### src/rtl/clock_pkg.sv
// clock_pkg: shared types, field ranges, reset defaults and calendar helpers
// for the clock datapath.
package clock_pkg;

    typedef enum logic [2:0] {
        F_YEAR  = 3'd0,
        F_MONTH = 3'd1,
        F_DAY   = 3'd2,
        F_HOUR  = 3'd3,
        F_MIN   = 3'd4,
        F_SEC   = 3'd5
    } field_e;

    typedef enum logic [1:0] {
        S_IDLE,
        S_EDIT,
        S_COMMIT
    } state_e;

    // Bit positions of the buttons inside the packed button/event vector.
    localparam int BTN_UP    = 0;
    localparam int BTN_DOWN  = 1;
    localparam int BTN_LEFT  = 2;
    localparam int BTN_RIGHT = 3;
    localparam int BTN_MID   = 4;

    localparam logic [14:0] YEAR_MIN  = 15'd1;
    localparam logic [14:0] YEAR_MAX  = 15'd9999;
    localparam logic [3:0]  MONTH_MIN = 4'd1;
    localparam logic [3:0]  MONTH_MAX = 4'd12;
    localparam logic [4:0]  DAY_MIN   = 5'd1;
    localparam logic [5:0]  HOUR_MAX  = 6'd23;
    localparam logic [5:0]  MIN_MAX   = 6'd59;
    localparam logic [5:0]  SEC_MAX   = 6'd59;

    localparam logic [14:0] RST_YEAR  = 15'd2000;
    localparam logic [3:0]  RST_MONTH = 4'd1;
    localparam logic [4:0]  RST_DAY   = 5'd1;
    localparam logic [5:0]  RST_HMS   = 6'd0;

    function automatic logic [4:0] days_in_month(input logic [14:0] year, input logic [3:0] month);
        logic leap;
        leap = ((year % 15'd4 == '0) && (year % 15'd100 != '0)) || (year % 15'd400 == '0);
        return (month == 4'd2) ? (leap ? 5'd29 : 5'd28) :
               (month == 4'd4 || month == 4'd6 || month == 4'd9 || month == 4'd11) ? 5'd30 : 5'd31;
    endfunction

    // +1/-1 step of a 0..max field with wrap in both directions.
    function automatic logic [5:0] wrap_step6(input logic [5:0] v, input logic [5:0] max, input logic inc);
        return inc ? ((v >= max) ? 6'd0 : v + 6'd1) : ((v == 6'd0) ? max : v - 6'd1);
    endfunction

endpackage

### src/rtl/time_set_ctrl_btn_edge.sv
// btn_edge: registered rising-edge detector for the five buttons, with
// post-reset arm masking and optional up/down auto-repeat.
// Ports: clk, rst (async, active high), en (auto-repeat allowed, i.e. editing),
//        btn[4:0] button levels, ev[4:0] one-cycle event pulses.
// Build option: TIME_SET_AUTOREPEAT_EN adds the auto-repeat counter.
import clock_pkg::*;

module btn_edge #(
    parameter int unsigned REPEAT_DELAY = 50_000_000,
    parameter int unsigned REPEAT_RATE  = 10_000_000
) (
    input  logic       clk,
    input  logic       rst,
    input  logic       en,
    input  logic [4:0] btn,
    output logic [4:0] ev
);

    logic [4:0] btn_q;
    logic       arm;
    logic [4:0] edge_ev;

    // btn_q restarts from 0 after reset, so a button held through reset would
    // look like a fresh press on the first edge; arm suppresses that edge.
    assign edge_ev = btn & ~btn_q & {5{arm}};

    always_ff @(posedge clk or posedge rst) begin
        if (rst) begin
            btn_q <= '0;
            arm   <= 1'b0;
        end else begin
            btn_q <= btn;
            arm   <= 1'b1;
        end
    end

`ifdef TIME_SET_AUTOREPEAT_EN
    logic [31:0] cnt;
    logic        rep_on;
    logic        held;
    logic        fire;
    logic [4:0]  rep_ev;

    assign held = en & (btn[BTN_UP] | btn[BTN_DOWN]);
    assign fire = held && (edge_ev == '0) && (cnt == (rep_on ? REPEAT_RATE - 1 : REPEAT_DELAY - 1));

    always_comb begin
        rep_ev           = '0;
        rep_ev[BTN_UP]   = fire & btn[BTN_UP];
        rep_ev[BTN_DOWN] = fire & ~btn[BTN_UP];
    end

    // rep_on selects the first-delay vs. steady-rate interval.
    always_ff @(posedge clk or posedge rst) begin
        if (rst) begin
            cnt    <= '0;
            rep_on <= 1'b0;
        end else if (!held || edge_ev != '0 || fire) begin
            cnt    <= '0;
            rep_on <= fire;
        end else begin
            cnt    <= cnt + 32'd1;
        end
    end

    assign ev = edge_ev | rep_ev;
`else
    localparam int unsigned unused_rep = REPEAT_DELAY + REPEAT_RATE;
    logic unused_en;
    assign unused_en = en;
    assign ev = edge_ev;
`endif

endmodule

### src/rtl/time_set_ctrl.sv
// time_set_ctrl: button-driven time-setting controller; snapshots the live
// time, edits one field at a time and commits with a one-cycle load strobe.
// Ports: clk, rst (async, active high); up/down/left/right/middle buttons;
//        cur_* live time in; *_d edited time out; load commit strobe;
//        editing high while editing; field selected field (0=year..5=sec).
// Build option: TIME_SET_AUTOREPEAT_EN enables up/down auto-repeat.
import clock_pkg::*;

module time_set_ctrl #(
    parameter int unsigned TIMEOUT      = 1_000_000_000,
    parameter int unsigned REPEAT_DELAY = 50_000_000,
    parameter int unsigned REPEAT_RATE  = 10_000_000
) (
    input  logic        clk,
    input  logic        rst,
    input  logic        up,
    input  logic        down,
    input  logic        left,
    input  logic        right,
    input  logic        middle,
    input  logic [14:0] cur_year,
    input  logic [3:0]  cur_month,
    input  logic [4:0]  cur_day,
    input  logic [5:0]  cur_hour,
    input  logic [5:0]  cur_min,
    input  logic [5:0]  cur_sec,
    output logic [14:0] year_d,
    output logic [3:0]  month_d,
    output logic [4:0]  day_d,
    output logic [5:0]  hour_d,
    output logic [5:0]  min_d,
    output logic [5:0]  sec_d,
    output logic        load,
    output logic        editing,
    output logic [2:0]  field
);

    state_e      state;
    logic [31:0] tcnt;
    logic [4:0]  ev;
    logic        inc;
    logic [14:0] yr_s;
    logic [3:0]  mo_s;
    logic [4:0]  dy_s, dim_c, dim_y, dim_m;

    btn_edge #(
        .REPEAT_DELAY(REPEAT_DELAY),
        .REPEAT_RATE (REPEAT_RATE)
    ) u_btn (
        .clk(clk),
        .rst(rst),
        .en (editing),
        .btn({middle, right, left, down, up}),
        .ev (ev)
    );

    // Candidate stepped values; dim_y/dim_m give the month length after a
    // year/month step so day can be clamped in the same edge.
    always_comb begin
        inc   = ev[BTN_UP];
        dim_c = days_in_month(year_d, month_d);
        yr_s  = inc ? ((year_d >= YEAR_MAX) ? YEAR_MIN : year_d + 15'd1)
                    : ((year_d <= YEAR_MIN) ? YEAR_MAX : year_d - 15'd1);
        mo_s  = inc ? ((month_d >= MONTH_MAX) ? MONTH_MIN : month_d + 4'd1)
                    : ((month_d <= MONTH_MIN) ? MONTH_MAX : month_d - 4'd1);
        dy_s  = inc ? ((day_d >= dim_c) ? DAY_MIN : day_d + 5'd1)
                    : ((day_d <= DAY_MIN) ? dim_c : day_d - 5'd1);
        dim_y = days_in_month(yr_s, month_d);
        dim_m = days_in_month(year_d, mo_s);
    end

    always_ff @(posedge clk or posedge rst) begin
        if (rst) begin
            state   <= S_IDLE;
            load    <= 1'b0;
            editing <= 1'b0;
            field   <= F_YEAR;
            tcnt    <= '0;
            year_d  <= RST_YEAR;
            month_d <= RST_MONTH;
            day_d   <= RST_DAY;
            hour_d  <= RST_HMS;
            min_d   <= RST_HMS;
            sec_d   <= RST_HMS;
        end else begin
            load <= 1'b0;
            case (state)
                S_IDLE: if (ev[BTN_MID]) begin
                    year_d  <= cur_year;
                    month_d <= cur_month;
                    day_d   <= cur_day;
                    hour_d  <= cur_hour;
                    min_d   <= cur_min;
                    sec_d   <= cur_sec;
                    field   <= F_YEAR;
                    tcnt    <= '0;
                    editing <= 1'b1;
                    state   <= S_EDIT;
                end
                S_EDIT: begin
                    tcnt <= (ev != '0) ? '0 : tcnt + 32'd1;
                    if (ev[BTN_MID]) begin
                        load    <= 1'b1;
                        editing <= 1'b0;
                        state   <= S_COMMIT;
                    end else if (ev[BTN_LEFT]) begin
                        field <= (field == F_YEAR) ? F_SEC : field - 3'd1;
                    end else if (ev[BTN_RIGHT]) begin
                        field <= (field == F_SEC) ? F_YEAR : field + 3'd1;
                    end else if (ev[BTN_UP] | ev[BTN_DOWN]) begin
                        case (field)
                            F_YEAR: begin
                                year_d <= yr_s;
                                day_d  <= (day_d > dim_y) ? dim_y : day_d;
                            end
                            F_MONTH: begin
                                month_d <= mo_s;
                                day_d   <= (day_d > dim_m) ? dim_m : day_d;
                            end
                            F_DAY:   day_d  <= dy_s;
                            F_HOUR:  hour_d <= wrap_step6(hour_d, HOUR_MAX, inc);
                            F_MIN:   min_d  <= wrap_step6(min_d, MIN_MAX, inc);
                            default: sec_d  <= wrap_step6(sec_d, SEC_MAX, inc);
                        endcase
                    end else if (TIMEOUT != 0 && tcnt + 32'd1 >= TIMEOUT) begin
                        editing <= 1'b0;
                        state   <= S_IDLE;
                    end
                end
                default: state <= S_IDLE;
            endcase
        end
    end

endmodule

### config.mk
export PLATFORM = sky130hd
export DESIGN_NAME = time_set_ctrl
export DESIGN_NICKNAME = d
export VERILOG_FILES = /design/src/rtl/clock_pkg.sv /design/src/rtl/time_set_ctrl_btn_edge.sv /design/src/rtl/time_set_ctrl.sv
export SDC_FILE = /design/constraint.sdc
export NUM_CORES = 1
export LEC_CHECK = 0
export CAP_MARGIN = 20
export CORE_UTILIZATION = 45
export CTS_BUF_LIST = sky130_fd_sc_hd__clkbuf_8
export DETAILED_ROUTE_END_ITERATION = 12
export MAX_ROUTING_LAYER = met4
export PLACE_DENSITY_LB_ADDON = 0.12
export SLEW_MARGIN = 20
export SYNTH_ARGS = -nofsm -noshare
export SYNTH_HDL_FRONTEND = slang
export SYNTH_SLANG_ARGS = --single-unit
### constraint.sdc
create_clock -name clk -period 7.25 [get_ports clk]
set_input_delay 1.45 -clock clk [delete_from_list [all_inputs] [get_ports clk]]
set_output_delay 1.45 -clock clk [all_outputs]
set_load 0.02 [all_outputs]
=== Word-level counts from Yosys, hierarchy flattened ===
Index checks and enable logic that the tools add are counted.

* Flip-flop bits (word level): 87

* $add $sub $neg: 15
* Bitwise logic cells: 4
* Muxes and demuxes: 95
* Reduce and logical (&&, ||, !) cells: 34
* Equality and inequality tests: 34
* Magnitude comparators: 12
* Div/mod/pow operators: 4

{| class="wikitable"
|+ Operators with widths
! kind !! count
|-
| $mux 6 || 27
|-
| $mux 15 || 9
|-
| $mux 32 || 2
|-
| $pmux 32 s2 || 1
|-
| $logic_not 15->1 || 4
|-
| $mux 5 || 11
|-
| $mux 4 || 9
|-
| $pmux 6 s2 || 3
|-
| $reduce_and 7->1 || 5
|-
| $add 32x1->32 const B || 1
|-
| $ge 32x30->1 const B || 1
|-
| $mod 15x7->15 const B || 2
|-
| $mod 15x9->15 const B || 2
|-
| $pmux 15 s2 || 1
|-
| $reduce_bool 15->1 || 2
|-
| $ne 3x3->1 const B || 7
|-
| $add 6x1->6 const B || 3
|-
| $logic_not 6->1 || 3
|-
| $mux 3 || 6
|-
| $sub 6x1->6 const B || 3
|-
| $eq 4x3->1 const B || 4
|-
| $eq 4x4->1 const B || 4
|-
| $mux 2 || 8
|-
| $add 15x1->15 const B || 1
|-
| other kinds (46) || 79
|}

=== Depth between registers and ports, before layout ===
Gate-level depths: netlist of run 1.

* Word-level depth: 18
* Depth in mapped cells: 37
* Depth with buffers taken out: 34

=== Hierarchy ===
From an unflattened synthesis of run 1, not the netlist that was laid out.

* Cells, all modules: 1509
* Area, all modules: 10739.0 um2

{| class="wikitable"
|+ By module, submodules not included
! module !! times used !! cells each !! area an instance (um2)
|-
| time_set_ctrl || 1 || 1496 || 10537.6
|-
| btn_edge || 1 || 13 || 201.4
|}

=== Worst setup path after synthesis of run 1 ===
Ideal clock, no wire load.

* Path type: input to register
* From: input up
* To: register day_d[2]
* Setup slack: -0.555 ns
* Required time: 7.117 ns
* Stages on the path: 30
* Data arrival time: 7.671 ns
* Cell sequence: nand3b_1 > clkbuf_1 > o2bb2ai_1 > a211o_1 > o21ai_1 > a21boi_1 > or3_4 > maj3_2 > o221a_4 > mux2_4 > nor4_2 > a31oi_1 > o32a_1 > o211a_1 > nand4b_2 > and3_1 > or3_4 > and2_4 > a211o_1 > a21bo_1 > a21boi_2 > nor2_1 > nor2_1 > ha_1 > a211o_1 > a32oi_1 > nand2_1 > clkbuf_1 > o21ai_0 > o31ai_1

* Word-level cells in the longest chain between the ends: 12
* Elaborated cells on any way between the ends: 37

{| class="wikitable"
|+ Ends and longest elaborated chain
! element !! line !! RTL
|-
| from (decl) || time_set_ctrl.sv:16 || <nowiki>input logic up,</nowiki>
|-
| $and 5x5->5 (*) (2 in series) || time_set_ctrl_btn_edge.sv:25 || <nowiki>assign edge_ev = btn & ~btn_q & {5{arm}};</nowiki>
|-
| $mux 15 or $mux 4 (tied branches) || time_set_ctrl.sv:62, time_set_ctrl.sv:64 ||
|-
| $mod 15x7->15 or $eq 4x3->1 (tied branches) || clock_pkg.sv:43, clock_pkg.sv:45 ||
|-
| $reduce_bool 15->1 or $logic_or 1x1->1 (tied branches) || clock_pkg.sv:43, clock_pkg.sv:45 ||
|-
| $logic_and 1x1->1 or $logic_or 1x1->1 (tied branches) || clock_pkg.sv:43, clock_pkg.sv:45 ||
|-
| $logic_or 1x1->1 (on tied branches) || clock_pkg.sv:43, clock_pkg.sv:45 ||
|-
| $mux 1 (on tied branches) || clock_pkg.sv:44, clock_pkg.sv:45 ||
|-
| $mux 2 || clock_pkg.sv:44 || <nowiki>return (month == 4'd2) ? (leap ? 5'd29 : 5'd28) :</nowiki>
|-
| $gt 5x5->1 (on tied branches) || time_set_ctrl.sv:114, time_set_ctrl.sv:118 ||
|-
| $ne 3x3->1 (no source line) || -- ||
|-
| $reduce_and 9->1 (no source line) || -- ||
|-
| to (signal assigned) || time_set_ctrl.sv:114 || <nowiki>day_d <= (day_d > dim_y) ? dim_y : day_d;</nowiki>
|-
| to (signal assigned) || time_set_ctrl.sv:118 || <nowiki>day_d <= (day_d > dim_m) ? dim_m : day_d;</nowiki>
|-
| to (signal assigned) || time_set_ctrl.sv:120 || <nowiki>F_DAY: day_d <= dy_s;</nowiki>
|-
| to (decl) || time_set_ctrl.sv:29 || <nowiki>output logic [4:0] day_d,</nowiki>
|}

Mark *: on every way between the ends. The rest lies on a longest branch, timed or not. The select of a mux whose other input is x is not followed.
A chain may end at the register's enable or synchronous reset.

=== Worst setup path after layout of run 1 ===
Ends and elaborated chain as after synthesis.

==> impl_metrics.env, run 1 <==
export IMPL_max_freq_mhz=130
export IMPL_synthesized_area_um2=11000
export IMPL_hold_path_class="reg2reg"
export IMPL_grt_start_max_net_pins=56
export IMPL_floorplan_core_area_um2=23700
export IMPL_htree_depth=3
export IMPL_cts_clk_slew_worst_paths_ns=0.10
export IMPL_outcome="complete, but fails checks"
export IMPL_mappedNetlistNets=1568
export IMPL_finalHoldViolations=0
export IMPL_groute_usage_overall_pct=30.0
export IMPL_gp_congestion=0.921
export IMPL_cts_buffers=9
export IMPL_path_class="in2reg"
export IMPL_timing_hold_ws_ns=0.530
export IMPL_detailed_route_iter0_violations=1003
export IMPL_critical_path_max_stage_delay_ns=0.39
export IMPL_clock_sinks=87
export IMPL_cp_data_required_time_ns=7.50
export IMPL_critical_path_cell_count=36
export IMPL_fp_dieW_um=158
export IMPL_yosys_cell_count_top_type="sky130_fd_sc_hd__nand2_1"
export IMPL_rsz0062_at_grt="yes"
export IMPL_utilization_pct=63.7
export IMPL_cts_tree="yes"
export IMPL_clock_path_buffers=2
export IMPL_max_cap_violations=0
export IMPL_num_rows=56
export IMPL_grt_antenna_before_repair=2
export IMPL_detailedRoute_firstPassIterationCount=7
export IMPL_synth_common_cells="sky130_fd_sc_hd__nand2_1 (154), sky130_fd_sc_hd__nor2_1 (150), sky130_fd_sc_hd__o21ai_0 (136)"
export IMPL_seq_area_frac_synth_pct=20.0
export IMPL_ys_flop_type="sky130_fd_sc_hd__dfrtp_1"
export IMPL_cpMaxStageDelayCell="sky130_fd_sc_hd__or3_4"
export IMPL_via_count=12700
export IMPL_synth_top_area_share_pct=18.1
export IMPL_crit_family="compound AO/OA/AOI/OAI gates"
export IMPL_post_drt_wl_per_cell_um=17.9
export IMPL_finalSetupViolCount=5
export IMPL_failed_checks="setup timing"
export IMPL_grt_most_used_layer="met2"
export IMPL_finish_cell_count_without_fillers=2102
export IMPL_worst_slew_margin_rel_pct=33.5
export IMPL_dp_hpwl_um=26600
export IMPL_grt_overflow=0
export IMPL_postLayoutSetupSlackWorst_ns=-0.416
export IMPL_sequential_cell_area_um2=2190
export IMPL_timing_critical_path_mode_cell="sky130_fd_sc_hd__buf_6"
export IMPL_finalWirelength_um=37700
export IMPL_netlist_top_cells_area="sky130_fd_sc_hd__dfrtp_1 (18%), sky130_fd_sc_hd__o21ai_0 (6.2%), sky130_fd_sc_hd__nand2_1 (5.3%), sky130_fd_sc_hd__nor2_1 (5.1%), sky130_fd_sc_hd__a21oi_1 (4.5%)"
export IMPL_drc_markers=0
export IMPL_worstReg2RegStart="year_d[0]"
export IMPL_syn_mean_instance_area_um2=7.35
export IMPL_drive_above_1_share_pct=28.7
export IMPL_i_o_pin_count=96
export IMPL_post_synth_top_area_cell="sky130_fd_sc_hd__dfrtp_1"
export IMPL_met3_usage_pct=3.59
export IMPL_ctsHoldBuffers=0
export IMPL_grt_pass1_wl_um=58600
export IMPL_synth_edf_count=0
export IMPL_netlist_instances=1490
export IMPL_multi_input_gate_area_in_the_final_layout_um2=8900
export IMPL_postRouteAntennaNets=0
export IMPL_worstSkewPairLatency_ns=0.39
export IMPL_unique_cell_type_count_in_the_yosys_netlist=127
export IMPL_number_of_vias_per_cell=6.06
export IMPL_worst_setup_path_startpoint="up"
export IMPL_gr_usage_met2_pct=50.1
export IMPL_synthArstFlopShare_pct=100
export IMPL_slew_viol_final=0
export IMPL_end_point_of_the_critical_path="day_d[2]"
export IMPL_first_global_vias=11800
export IMPL_timing_clock_skew_ns=0.0207
export IMPL_reg2reg_depth=35
export IMPL_transition_time_at_the_pin_with_the_least_slew_margin_ns=0.995
export IMPL_ff2ff_setup_slack_ns=-0.32
export IMPL_period_needed_ns=7.67
export IMPL_fill_cells=2168
export IMPL_floorplan_die_area_um2=25000
export IMPL_final_nets=1854
export IMPL_r2r_end="day_d[2]"
export IMPL_synth_warning_count=0
export IMPL_worst_setup_path_end_kind="flop"
export IMPL_initial_core_util_pct=46.2
export IMPL_area_growth_pct=37.7
export IMPL_fin_crit_sh_pct=106
export IMPL_critical_path_n_buffers_inverters=8
export IMPL_grt_util_met1_pct=37.6
export IMPL_placed_cells_incl_taps=2027
export IMPL_critical_path_max_fanout=7
export IMPL_place_port_buffers=95
export IMPL_dieHeight_um=158
export IMPL_worst_ep_arrival_time_ns=7.91
export IMPL_postSynthRegisterBits=87
export IMPL_start_kind="input pin"
export IMPL_cts_root_buf="sky130_fd_sc_hd__clkbuf_8"
-- sequential cells by signal, summed over array words and instances (netlist names) --
name / cells
year_d: 15
day_d: 5
sec_d: 6
u_btn.arm: 1
load: 1
min_d: 6
editing: 1
field: 3
hour_d: 6
state: 2
u_btn.btn_q: 5
month_d: 4
tcnt: 32
-- routing by layer --
layer	vias to the layer above	routed length, um
met5	-	0
met4	0	847
met3	67	1630
met2	354	18500
met1	6144	16700
li1	6175	-
-- logic make-up after synthesis --
logic type      count (synthesis)  synth area share, %
buf+inv                       147                 6.03
flops                          87                 20.0
compound gates                532                 35.0
mux                            31                 3.12
other cells                     1               0.0342
xor+xnor                       45                 3.80
simple gates                  616                 28.5
fa+ha+maj                      31                 3.51
-- cell type report --
class	count	share of cell area [%]
multi-input cells	1256	59.0
repair buffers	377	21.1
flip-flops and latches	87	14.5
well taps	319	2.65
inverters	45	1.14
clock buffers	9	0.822
clock inverters	7	0.722
diodes	2	0.0332
-- worst min-delay path by stage --
| stage | cells past startpoint | slack, ns | startpoint | to |
|---|---|---|---|---|
| final | 1 | 0.53 | tcnt[4] | tcnt[4] |
| after global routing | 1 | 0.55 | tcnt[4] | tcnt[4] |
| after CTS | 1 | 0.52 | tcnt[4] | tcnt[4] |
| after detailed placement | 1 | 0.50 | tcnt[4] | tcnt[4] |
| after global placement | 1 | 0.50 | tcnt[4] | tcnt[4] |
| after floorplan | 1 | 0.47 | tcnt[4] | tcnt[4] |
-- timing repair --
item,CTS,global route
endpoints found under the setup margin,5,5
pin swaps,43,74
gates resized for setup,59,107
setup buffers,30,30
-- stage by stage --
step | setup WS, ns | setup TNS, ns | instance area, um^2
after floorplan | -0.151 | -0.568 | 11100
after global placement | -1.13 | -5.51 | 13600
after detailed placement | -1.29 | -6.39 | 13600
after CTS | -0.326 | -1.51 | 14300
after global routing | -0.684 | -3.36 | 15100
final | -0.416 | -2.01 | 15100
-- placed cells by master (no fill, tap or decap), drive strengths merged, types with 29 or more instances in the layout --
master,count
a21oi,101
dfrtp,79
inv,47
nor3,61
clkdlybuf4s50,94
o21ai,151
o211ai,29
nand3,77
nor2,154
nand2,156
ha,29
buf,282
-- worst reg2reg max path: cells and delay by family (launching register included) --
kind,cells,cell delay (ns)
buf+inv,6,0.92
simple gates,12,2.18
mux,2,0.59
flops,1,0.44
fa+ha+maj,1,0.28
compound gates,14,3.05
Power of run 1 is left out: the tool's default activity adds up to more than one toggle a clock period on the data nets, which glitch-free logic cannot reach.
==> inputs of run 2 (changes only) <==
--- a/config.mk
+++ b/config.mk
@@ -8,6 +8,7 @@
 export CAP_MARGIN = 20
 export CORE_UTILIZATION = 45
 export CTS_BUF_LIST = sky130_fd_sc_hd__clkbuf_8
+export CTS_CLUSTER_DIAMETER = 150
 export DETAILED_ROUTE_END_ITERATION = 12
 export MAX_ROUTING_LAYER = met4
 export PLACE_DENSITY_LB_ADDON = 0.12
==> results of run 2 <==
Same layout as run 1: the final DEF is identical, and so are final timing and power.
Power of run 2 is left out for the same reason.
==> inputs of run 3 (changes only) <==
--- a/config.mk
+++ b/config.mk
@@ -16,3 +16,4 @@
 export SYNTH_ARGS = -nofsm -noshare
 export SYNTH_HDL_FRONTEND = slang
 export SYNTH_SLANG_ARGS = --single-unit
+export TNS_END_PERCENT = 10
==> run 3 against run 2 <==
The flow still finishes with violations (setup timing). Non-clock buffer count shrank 23. Core utilization shrank 2.4 points. Wire length shrank 2.8%. Die area is the same. Clock-buffer cell count is the same. Setup slack gained 0.022 ns.
==> impl_metrics.env, run 3 (synthesis results as in run 1) <==
export IMPL_outcome="complete, but fails checks"
export IMPL_failed_checks="setup timing"
export IMPL_utilization_pct=61.2
export IMPL_final_nets=1833
export IMPL_period_needed_ns=7.64
export IMPL_transition_time_at_the_pin_with_the_least_slew_margin_ns=1.05
export IMPL_critical_path_max_fanout=10
export IMPL_grt_start_max_net_pins=55
export IMPL_floorplan_core_area_um2=23700
export IMPL_finalSetupViolCount=5
export IMPL_hold_path_class="reg2reg"
export IMPL_grt_pass1_wl_um=58800
export IMPL_path_class="in2reg"
export IMPL_htree_depth=3
export IMPL_worst_ep_arrival_time_ns=7.97
export IMPL_dieHeight_um=158
export IMPL_slew_viol_final=0
export IMPL_timing_hold_ws_ns=0.524
export IMPL_number_of_vias_per_cell=6.04
export IMPL_postRouteAntennaNets=0
export IMPL_num_rows=56
export IMPL_cts_tree="yes"
export IMPL_fin_crit_sh_pct=105
export IMPL_reg_top3="tcnt: 32 flops, year_d: 15 flops"
export IMPL_detailedRoute_firstPassIterationCount=7
export IMPL_fill_cells=2257
export IMPL_initial_core_util_pct=46.2
export IMPL_clock_sinks=87
export IMPL_cts_buffers=9
export IMPL_detailed_route_iter0_violations=863
export IMPL_dp_hpwl_um=26700
export IMPL_finalHoldViolations=0
export IMPL_first_global_vias=11800
export IMPL_worst_slew_margin_rel_pct=29.7
export IMPL_grt_overflow=0
export IMPL_place_port_buffers=95
export IMPL_fp_dieW_um=158
export IMPL_worstSkewPairLatency_ns=0.41
export IMPL_cp_data_required_time_ns=7.58
export IMPL_mostFrequentLayoutCell="sky130_fd_sc_hd__buf_4"
export IMPL_drc_markers=0
export IMPL_finish_cell_count_without_fillers=2080
export IMPL_max_freq_mhz=131
export IMPL_area_growth_pct=32.4
export IMPL_multi_input_gate_area_in_the_final_layout_um2=8540
export IMPL_worst_setup_path_end_kind="flop"
export IMPL_clock_path_buffers=2
export IMPL_start_kind="input pin"
export IMPL_finalWirelength_um=36600
export IMPL_post_drt_wl_per_cell_um=17.6
export IMPL_gp_congestion=0.977
export IMPL_rsz0062_at_grt="yes"
export IMPL_grt_antenna_before_repair=1
export IMPL_via_count=12600
export IMPL_i_o_pin_count=96
export IMPL_postLayoutSetupSlackWorst_ns=-0.394
export IMPL_drive_above_1_share_pct=25.2
export IMPL_timing_clock_skew_ns=0.0223
export IMPL_max_cap_violations=0
export IMPL_reg2reg_depth=38
export IMPL_floorplan_die_area_um2=25000
export IMPL_final_cell_mix="sky130_fd_sc_hd__buf_4 (247), sky130_fd_sc_hd__nand2_1 (149), sky130_fd_sc_hd__nor2_1 (147)"
export IMPL_cts_clk_slew_worst_paths_ns=0.11
export IMPL_cell_count_of_the_worst_hold_path=1
export IMPL_groute_usage_overall_pct=30.1
export IMPL_critical_path_max_stage_delay_ns=0.39
export IMPL_cpMaxStageDelayCell="sky130_fd_sc_hd__or3b_1"
export IMPL_largest_reg_flops=32
export IMPL_placed_cells_incl_taps=2036
export IMPL_max_flop_register="tcnt"
export IMPL_cts_root_buf="sky130_fd_sc_hd__clkbuf_8"
export IMPL_sequential_cell_area_um2=2190
export IMPL_ctsHoldBuffers=0
[run 3: cell count changes in the layout (fill, tap and decap cells not counted), moves of 6 or more]
cell                      change
sky130_fd_sc_hd__buf_6       -17
sky130_fd_sc_hd__buf_4        -8
sky130_fd_sc_hd__nand2_1      +7
sky130_fd_sc_hd__nand3_1      +6
sky130_fd_sc_hd__nand3_2      -6
[run 3: cell type report]
type	instances	area share, %
multi-input combinational	1258	58.8
timing repair buffer	354	20.6
sequential	87	15.1
tap	319	2.75
inverter	45	1.18
clock buffer	9	0.854
clock inverter	7	0.673
antenna	1	0.0173
[run 3: final timing paths]
path | from | endpoint | slack, ns
max reg2reg | year_d[13] | day_d[0] | -0.25
min | tcnt[4] | tcnt[4] | 0.52
min reg2reg | tcnt[4] | tcnt[4] | 0.52
max | up | day_d[0] | -0.39
max in group asynchronous | rst | state[1] | 4.76
min in group asynchronous | rst | min_d[5] | 1.46
[run 3: stage by stage]
stage                     setup slack, ns  cell area [um^2]  TNS, ns
final                              -0.394             14500    -1.72
after global routing               -0.725             14500    -3.43
after CTS                          -0.269             14200    -1.15
after detailed placement            -1.22             13700    -5.81
after global placement              -1.05             13700    -4.92
after floorplan                    -0.151             11100   -0.571
[run 3: timing repair]
action	in CTS	in global routing
buffers inserted	19	6
resized for setup	30	43
setup endpoints to repair	5	5
cloned	2	0
pin swaps	40	25
[run 3: worst max-delay path, delay by kind of cell]
| family | cells | cell delay (ns) |
|---|---|---|
| and+or+nand+nor | 10 | 1.80 |
| xor gates and xnor gates | 1 | 0.17 |
| buffers and inverters | 7 | 1.01 |
| adders and majority gates | 1 | 0.24 |
| AOI/OAI and AO/OA | 18 | 3.27 |
[run 3: per-layer routing]
metal	part of all wire, %	up-vias	routed length, um	track usage, %
met5	0	-	0	-
met4	2.1	0	752	8.52
met3	5.4	54	1970	4.27
met2	48	363	17400	49.4
met1	45	5995	16500	38.5
li1	-	6148	-	-
Power of run 3 is left out for the same reason.
